[config.mk]
export PLATFORM = sky130hd
export DESIGN_NAME = seg7_scan_mux
export DESIGN_NICKNAME = d
export VERILOG_FILES = /design/src/rtl/seg7_scan_mux_pkg.sv /design/src/rtl/seg7_scan_mux_hex_to_7seg.sv /design/src/rtl/seg7_scan_mux.sv
export SDC_FILE = /design/constraint.sdc
export NUM_CORES = 1
export LEC_CHECK = 0
export CAP_MARGIN = 0
export CORE_MARGIN = 2
export CORE_UTILIZATION = 50
export DETAILED_ROUTE_END_ITERATION = 10
export PLACE_DENSITY = 0.84
export SETUP_SLACK_MARGIN = 0.3
export SYNTH_ARGS = -nofsm -noshare
export SYNTH_HDL_FRONTEND = slang
export SYNTH_SLANG_ARGS = --single-unit
[constraint.sdc]
create_clock -name clk -period 3.6 [get_ports clk]
set_clock_uncertainty 0.1 [all_clocks]
set_input_delay 0.72 -clock clk [delete_from_list [all_inputs] [get_ports clk]]
set_output_delay 0.72 -clock clk [all_outputs]
set_load 0.005 [all_outputs]
[src/rtl/seg7_scan_mux_pkg.sv]
// -----------------------------------------------------------------------------
// seg7_scan_mux_pkg
//   Shared segment definitions for the 7-segment display blocks. It holds the
//   bit positions on the 8-bit segment bus, the hex glyph patterns and the
//   blank pattern.
//   Segment bus layout, active-high: bit0=a ... bit6=g, bit7=decimal point.
// -----------------------------------------------------------------------------
package seg7_scan_mux_pkg;

  // Bit positions on the segment bus
  localparam int SEG_A  = 0;
  localparam int SEG_B  = 1;
  localparam int SEG_C  = 2;
  localparam int SEG_D  = 3;
  localparam int SEG_E  = 4;
  localparam int SEG_F  = 5;
  localparam int SEG_G  = 6;
  localparam int SEG_DP = 7;

  // Hex glyphs, bits g..a
  localparam logic [6:0] HEX_0 = 7'h3F;
  localparam logic [6:0] HEX_1 = 7'h06;
  localparam logic [6:0] HEX_2 = 7'h5B;
  localparam logic [6:0] HEX_3 = 7'h4F;
  localparam logic [6:0] HEX_4 = 7'h66;
  localparam logic [6:0] HEX_5 = 7'h6D;
  localparam logic [6:0] HEX_6 = 7'h7D;
  localparam logic [6:0] HEX_7 = 7'h07;
  localparam logic [6:0] HEX_8 = 7'h7F;
  localparam logic [6:0] HEX_9 = 7'h6F;
  localparam logic [6:0] HEX_A = 7'h77;
  localparam logic [6:0] HEX_B = 7'h7C;
  localparam logic [6:0] HEX_C = 7'h39;
  localparam logic [6:0] HEX_D = 7'h5E;
  localparam logic [6:0] HEX_E = 7'h79;
  localparam logic [6:0] HEX_F = 7'h71;

  // Whole bus off: no segments and no decimal point
  localparam logic [7:0] SEG_BLANK = 8'h00;

endpackage

[src/rtl/seg7_scan_mux_hex_to_7seg.sv]
// -----------------------------------------------------------------------------
// hex_to_7seg
//   Combinational decoder from a hex nibble to a 7-segment glyph. Other
//   display blocks reuse it.
//   Ports:
//     i_hex  [3:0]  nibble to display
//     o_seg  [6:0]  segment pattern, active-high, bit0=a ... bit6=g
// -----------------------------------------------------------------------------
module hex_to_7seg
  import seg7_scan_mux_pkg::*;
(
  input  logic [3:0] i_hex,
  output logic [6:0] o_seg
);

  always_comb begin
    o_seg = HEX_0;
    unique case (i_hex)
      4'h0: o_seg = HEX_0;
      4'h1: o_seg = HEX_1;
      4'h2: o_seg = HEX_2;
      4'h3: o_seg = HEX_3;
      4'h4: o_seg = HEX_4;
      4'h5: o_seg = HEX_5;
      4'h6: o_seg = HEX_6;
      4'h7: o_seg = HEX_7;
      4'h8: o_seg = HEX_8;
      4'h9: o_seg = HEX_9;
      4'hA: o_seg = HEX_A;
      4'hB: o_seg = HEX_B;
      4'hC: o_seg = HEX_C;
      4'hD: o_seg = HEX_D;
      4'hE: o_seg = HEX_E;
      4'hF: o_seg = HEX_F;
    endcase
  end

endmodule

[src/rtl/seg7_scan_mux.sv]
// -----------------------------------------------------------------------------
// seg7_scan_mux
//   Time-multiplexed scanner for an N-digit common-cathode 7-segment display.
//   The block holds a hex word and shows one digit per scan slot. Each slot
//   opens with a fully blanked guard interval to stop ghosting. A new word is
//   loaded tear-free: it only reaches the display at a frame boundary.
//   Ports:
//     clk          system clock
//     rst          synchronous reset, active-high
//     load         capture data/dp this cycle
//     data         hex nibbles, nibble i = digit i, digit 0 least significant
//     dp           decimal point per digit, captured with data
//     lzb          leading-zero blanking enable (live)
//     outbus[7:0]  segment pattern, active-high, bit7 = dp
//     digit_n      cathode selects, active-low, at most one low
//     pending      a loaded word is waiting for the next frame boundary
//     frame_start  one-cycle pulse in the first cycle of digit 0's slot
// -----------------------------------------------------------------------------
module seg7_scan_mux
  import seg7_scan_mux_pkg::*;
#(
  parameter int NUM_DIGITS = 4,
  parameter int CLK_DIV    = 50000,
  parameter int GUARD      = 2
) (
  input  logic                    clk,
  input  logic                    rst,
  input  logic                    load,
  input  logic [4*NUM_DIGITS-1:0] data,
  input  logic [NUM_DIGITS-1:0]   dp,
  input  logic                    lzb,
  output logic [7:0]              outbus,
  output logic [NUM_DIGITS-1:0]   digit_n,
  output logic                    pending,
  output logic                    frame_start
);

  localparam int PW = $clog2(CLK_DIV);
  localparam int IW = $clog2(NUM_DIGITS);

  // Scan position
  logic [PW-1:0] r_prescaler;
  logic [IW-1:0] r_index;

  // Display word and the word waiting for the next frame boundary
  logic [4*NUM_DIGITS-1:0] r_disp_data;
  logic [NUM_DIGITS-1:0]   r_disp_dp;
  logic [4*NUM_DIGITS-1:0] r_pend_data;
  logic [NUM_DIGITS-1:0]   r_pend_dp;
  logic                    r_pending;

  // Registered outputs
  logic [7:0]            r_outbus;
  logic [NUM_DIGITS-1:0] r_digit_n;
  logic                  r_frame_start;

  logic                    w_tick;
  logic                    w_last;
  logic                    w_boundary;
  logic                    w_guard;
  logic [4*NUM_DIGITS-1:0] w_upper;
  logic                    w_lz_blank;
  logic [6:0]              w_seg;
  logic [7:0]              w_pattern;

  assign w_tick     = (r_prescaler == PW'(CLK_DIV - 1));
  assign w_last     = (r_index == IW'(NUM_DIGITS - 1));
  assign w_boundary = w_tick & w_last;
  assign w_guard    = (r_prescaler < PW'(GUARD));

  // Shifting the word down to the current digit leaves only that nibble
  // and the more significant ones. If all of them are zero, the digit is a
  // leading zero. Digit 0 always shows, so a value of zero still reads "0".
  assign w_upper    = r_disp_data >> {r_index, 2'b00};
  assign w_lz_blank = lzb && (r_index != '0) && (w_upper == '0);

  hex_to_7seg u_dec (
    .i_hex (w_upper[3:0]),
    .o_seg (w_seg)
  );

  // A blanked digit keeps its decimal point
  always_comb begin
    w_pattern         = SEG_BLANK;
    w_pattern[6:0]    = w_lz_blank ? 7'h00 : w_seg;
    w_pattern[SEG_DP] = r_disp_dp[r_index];
  end

  // Prescaler and digit index
  always_ff @(posedge clk) begin
    if (rst) begin
      r_prescaler <= '0;
      r_index     <= '0;
    end else if (w_tick) begin
      r_prescaler <= '0;
      r_index     <= w_last ? '0 : r_index + 1'b1;
    end else begin
      r_prescaler <= r_prescaler + 1'b1;
    end
  end

  // Tear-free load. The display word changes only on a frame boundary. A
  // load that coincides with the boundary goes straight to the display and
  // overrides any older pending word.
  always_ff @(posedge clk) begin
    if (rst) begin
      r_disp_data <= '0;
      r_disp_dp   <= '0;
      r_pend_data <= '0;
      r_pend_dp   <= '0;
      r_pending   <= 1'b0;
    end else if (w_boundary) begin
      if (load) begin
        r_disp_data <= data;
        r_disp_dp   <= dp;
      end else if (r_pending) begin
        r_disp_data <= r_pend_data;
        r_disp_dp   <= r_pend_dp;
      end
      r_pending <= 1'b0;
    end else if (load) begin
      r_pend_data <= data;
      r_pend_dp   <= dp;
      r_pending   <= 1'b1;
    end
  end

  // The outputs are registered from the current scan position, so they lag
  // the index/prescaler by one cycle.
  always_ff @(posedge clk) begin
    if (rst) begin
      r_outbus      <= SEG_BLANK;
      r_digit_n     <= '1;
      r_frame_start <= 1'b0;
    end else begin
      r_frame_start <= w_boundary;
      if (w_guard) begin
        r_outbus  <= SEG_BLANK;
        r_digit_n <= '1;
      end else begin
        r_outbus  <= w_pattern;
        r_digit_n <= ~(NUM_DIGITS'(1) << r_index);
      end
    end
  end

  assign outbus      = r_outbus;
  assign digit_n     = r_digit_n;
  assign pending     = r_pending;
  assign frame_start = r_frame_start;

endmodule

### After elaboration in Yosys (flattened, before gate mapping)

Memories as Yosys holds them, arrays and structs flattened. A register that Yosys moved wholly into a read port is not among the register bits.
Index checks and enable logic that the tools add are counted.

| storage, ports and cells | value |
|---|---|
| ROM bits | 112 |
| flip-flop bits (word level) | 65 |
| logic and storage cells | 40 |
| memories kept | 1 |
| input bits | 24 |

| cells by class | value |
|---|---|
| equal/unequal tests | 2 |
| shift-type cells | 2 |
| muxes and demuxes | 7 |
| bitwise logic cells | 3 |
| order comparisons | 2 |
| $add $sub $neg | 2 |
| reduce and logical (&&, ||, !) cells | 11 |

Memories:

| memory | depth | bits a word | read ports | clocked after Yosys merged registers in | write ports | RTL line | RTL |
|---|---|---|---|---|---|---|---|
| (name not given) | 16 | 7 | 1 | 1 | 0 | seg7_scan_mux_hex_to_7seg.sv:18 | `unique case (i_hex)` |

Operators by type and width:

| cell | count |
|---|---|
| 2-to-1 mux 16 bit | 2 |
| adder 16 x 1 -> 16 bit, second input constant | 1 |
| == test 16 bit, second input constant | 1 |
| logical NOT 16 bit | 1 |
| < comparator 16 x 2 -> 1 bit, second input constant | 1 |
| right shift 16 x 4 -> 16 bit | 1 |
| 2-to-1 mux 4 bit | 2 |
| OR reduction 2 bit | 3 |
| inverter 4 bit | 1 |
| AND reduction 2 bit | 2 |
| nonzero test 2 bit | 2 |
| left shift 1 x 2 -> 4 bit, first input constant | 1 |
| < comparator 2 x 3 -> 1 bit, second input constant | 1 |
| OR reduction 3 bit | 1 |
| adder 2 x 1 -> 2 bit, second input constant | 1 |
| binary-select mux 1 bit (select 2 bit) | 1 |
| == test 2 bit, second input constant | 1 |
| logical AND 1 bit | 2 |
| 2-to-1 mux 2 bit | 1 |
| AND 1 bit | 1 |
| 2-to-1 mux 1 bit | 1 |
| inverter 1 bit | 1 |

### Longest topological paths before layout

| depth | value |
|---|---|
| word-level depth | 4 |
| gate-level depth with buffers | 7 |

### Cells and area by module

A second synthesis with hierarchy kept.

| second synthesis, totals | value |
|---|---|
| cells, all modules | 402 |
| area, all modules | 3582.2 um2 |

Modules (own cells, without submodules):

| module | times used | cells each | sequential area each (um2) | area an instance (um2) |
|---|---|---|---|---|
| seg7_scan_mux | 1 | 369 | 1441.4 | 3294.4 |
| hex_to_7seg | 1 | 33 | 0.0 | 287.8 |

### Worst setup path before layout

No wires, ideal clock.

| timing | value |
|---|---|
| path type | register -> register |
| start | register r_index[0] |
| end | register r_outbus[0] (netlist: outbus[0]) |
| setup slack | 1336 ps |
| data arrival time | 2027 ps |
| data required time | 3363 ps |
| cell stages (with the launch flop) | 8 |
| period minus slack after synthesis | 2264 ps |
| path buffers | 1 |
| path through | dfxtp_1 -> buf_4 -> mux4_2 -> inv_1 -> ha_1 -> nand3_1 -> a2111oi_4 -> nor3_1 |

| on the way | value |
|---|---|
| cells in the longest elaborated chain, start to end | 4 |

Ends and longest elaborated chain:

| element | RTL line | RTL |
|---|---|---|
| start: declaration | seg7_scan_mux.sv:43 | `logic [IW-1:0] r_index;` |
| start signal: assignment | seg7_scan_mux.sv:96 | `r_index <= w_last ? '0 : r_index + 1'b1;` |
| right shift 16 x 4 -> 16 bit or nonzero test 2 bit (tied branches) | seg7_scan_mux.sv:74, seg7_scan_mux.sv:75 |  |
| logical NOT 16 bit or logical AND 1 bit (tied branches) | seg7_scan_mux.sv:75 | `assign w_lz_blank = lzb && (r_index != '0) && (w_upper == '0);` |
| logical AND 1 bit | seg7_scan_mux.sv:75 |  |
| OR reduction 3 bit (no source line) | -- |  |
| end: declaration | seg7_scan_mux.sv:53 | `logic [7:0] r_outbus;` |

Several ways; a longest one is shown, not always the timed one.
A chain may end at the register's enable or synchronous reset.

### Final worst setup path

Ends and elaborated chain as after synthesis.

==> impl_metrics.csv <==
group,metric,value,unit
job,cap_violations,0,
timing,whs,367,ps
global_route,antenna_found_initial,0,
synth,synth_top_area_share,40.3,%
floorplan,design.die.area,0.00784,mm^2
final_layout,n_antenna_cell,0,
floorplan,die-height,88.5,um
hold_path,hold_path_class,"reg2reg",
placement,dpl.hpwl,4.88,mm
setup_path,cp.required,3710,ps
global_route,grt_pass1_vias,2596,
setup_path,critPathMaxStageDelay,760,ps
synth,ys_types,44,
drt,drt_iter0_drc,134,
clocking,clk_root_buffer_cell,"clkbuf_8",
synth,synth_area,0.00357,mm^2
clocking,cts_tree,"yes",
global_route,grt_remaining_overflow,0,
synth,ys.flop_type,"dfxtp_1",
synth,synth_commonest_cells,"dfxtp_1, mux2i_1, nand2b_1",
floorplan,row_count,30,
setup_path,r2r-end,"outbus[0]",
global_route,grt_pass1_wl,11.8,mm
setup_path,cpMaxStageDelayCell,"dfxtp_1",
setup_path,critPathLaunchType,"flip-flop",
clocking,htree_levels,3,
setup_path,worstSetupPathType,"reg2reg",
power_and_ir_drop,total_leakage_power,1.51,nW
synth,yosysSeqAreaShare,40.3,%
setup_path,reg2reg_slack,860,ps
drt,dr.pass1.iters,4,
clocking,cts.hold.buffers_added,0,
floorplan,num_io_pins,38,
global_route,grt_max_degree,46,
setup_path,crit_end,"outbus[0]",
drt,routed_wl,7.01,mm
final_layout,syn2layout_area_growth,16.5,%
timing,finalCriticalPeriod,2740,ps
power_and_ir_drop,powerDensity,369,mW/mm^2
synth,yosysMostFrequentCell,"dfxtp_1",
synth,synth_cells,365,
timing,rsz0062_at_grt,"no",
drt,final_antenna_net_count,0,
synth,synth_enable_flop_cells,0,
timing,tns,0,ps
clocking,numCtsBuffers,9,
timing,clock.fmax,0.365,GHz
setup_path,critPathCaptureType,"flip-flop",
final_layout,fillerInstances,598,
drt,vias_per_cell,5.57,
final_layout,final_area,0.00416,mm^2
synth,ys_warn_count,0,
setup_path,path_cells,"mux4_2 > inv_1 > ha_1 > nand3_1 > a2111oi_4 > nor3_1",
clocking,ctsResizeCount,0,
drt,drc,0,
drt,wl_per_cell,14.3,um
setup_path,regToRegStartpoint,"r_index[0]",
setup_path,arrival,2850,ps
floorplan,die_width,88.5,um
timing,period_share,76.1,%
placement,placed_area,0.00399,mm^2
drt,vias,2740,
final_layout,layout.cells.non_filler,492,
global_route,track_usage,19.6,%
setup_path,crit_path_max_fanout,14,
synth,yosysTopAreaCell,"dfxtp_1",
final_layout,final_core_util,60.6,%
floorplan,core-area,0.00687,mm^2
timing,setup_viol,0,
clocking,clock_sinks,72,
placement,placed_cells,477,
synth,ys_ff_latch,72,
final_layout,drive_gt1_share,8.59,%
final_layout,nets,428,
setup_path,crit_start,"r_index[0]",
synth,syn_nets,401,
placement,gp_congestion,0.812,
synth,postSynthAreaPerCell,9.79,um^2
synth,ys_top_cells_by_area,"dfxtp_1, mux2i_1, nand2b_1",
floorplan,start_util,52.0,%
timing,worstMarginPinSlew,702,ps
clocking,insertion_delay,350,ps
power_and_ir_drop,max-vdd-ir-drop,182,uV
placement,io_buffer_count,37,
run_status,status,"finished, final reports clean",
timing,hold_violations,0,
timing,slew_headroom,53.2,%
setup_path,reg2regPathDepth,6,
synth,synthArstFlopShare,0,%
clocking,clockBufferDepth,2,
clocking,clkTransAtPathRegs,70,ps
clocking,cts_setup_buffers,0,
timing,finalMaxSlewViolations,0,
-- per-layer routing --
metal / vias up / GRT usage (%) / wire length (um)
met4: 0 / 10.9 / 165
met3: 11 / 4.10 / 248
met2: 57 / 32.1 / 3370
li1: 1373 / - / -
met5: - / 0 / 0
met1: 1299 / 24.1 / 3230
-- placed cells by master, fill, tap and decap left out, types with 2 or more instances in the layout --
| cell | n |
|---|---|
| a21oi_1 | 5 |
| clkdlybuf4s50_1 | 36 |
| o22ai_1 | 3 |
| nand2_1 | 13 |
| nor3_1 | 6 |
| xnor2_1 | 3 |
| nor2b_1 | 2 |
| and3_1 | 3 |
| ha_1 | 12 |
| mux4_2 | 5 |
| a31oi_1 | 21 |
| or3_1 | 2 |
| clkinv_2 | 2 |
| nand4_1 | 3 |
| xor2_1 | 11 |
| dfxtp_1 | 72 |
| nand3b_1 | 2 |
| clkbuf_8 | 11 |
| buf_4 | 6 |
| inv_1 | 7 |
| nor2_1 | 18 |
| o21ai_0 | 5 |
| nand3_1 | 7 |
| nand2b_1 | 41 |
| and4_1 | 3 |
| nor4_1 | 7 |
| a211oi_1 | 23 |
| mux2i_1 | 47 |
-- layout make-up --
class | instances | area, um^2 | share of cell area (%)
Timing Repair Buffer | 43 | 410 | 9.86
Clock inverter | 3 | 17.5 | 0.421
Multi-Input combinational cell | 259 | 1990 | 47.9
Sequential cell | 72 | 1440 | 34.6
Inverter | 7 | 26.3 | 0.631
Tap cell | 96 | 120 | 2.88
Clock buffer | 12 | 155 | 3.73
-- power breakdown --
part	leakage, nW	internal, mW	switching [mW]
combinational	0.833	0.0765	0.0589
clock	0.0882	0.282	0.286
sequential	0.586	0.822	0.0126
-- state kept, by name, indices dropped and copies added, names as in the netlist, 2 cells and up --
name         flops
r_disp_data     16
r_pend_data     16
r_prescaler     16
outbus           8
digit_n          4
r_disp_dp        4
r_pend_dp        4
r_index          2
-- worst max-delay path, delay by kind of cell (launching register included) --
family	cells	cell delay, ps
flops	1	760
mux	1	660
compound gates	1	420
simple gates	2	270
fa+ha+maj	1	230
buf+inv	1	160
-- worst min-delay path by stage --
stage | endpoint | startpoint | cells past startpoint
global placement | r_prescaler[0] | r_prescaler[0] | 1
detailed placement | r_prescaler[0] | r_prescaler[0] | 1
CTS | r_prescaler[0] | r_prescaler[0] | 1
floorplan | r_prescaler[0] | r_prescaler[0] | 1
finish | r_prescaler[0] | r_prescaler[0] | 1
global route | r_pend_dp[2] | r_pend_dp[2] | 2
-- through the flow --
stage                     power, mW  worst slack (ps)
after detailed placement      0.988               905
final                          1.54               860
after floorplan               0.927              1340
after CTS                      1.55               858
after global routing           1.60               662
after global placement        0.984               953
-- cell families after synthesis --
family          count (synthesis)  synth area share (%)
mux                            53                  16.6
buf+inv                        34                  4.06
compound gates                 65                  12.9
xor+xnor                       14                  3.43
fa+ha+maj                      12                  4.20
flops                          72                  40.3
simple gates                  115                  18.5
Power figures use the tool's default switching activity.
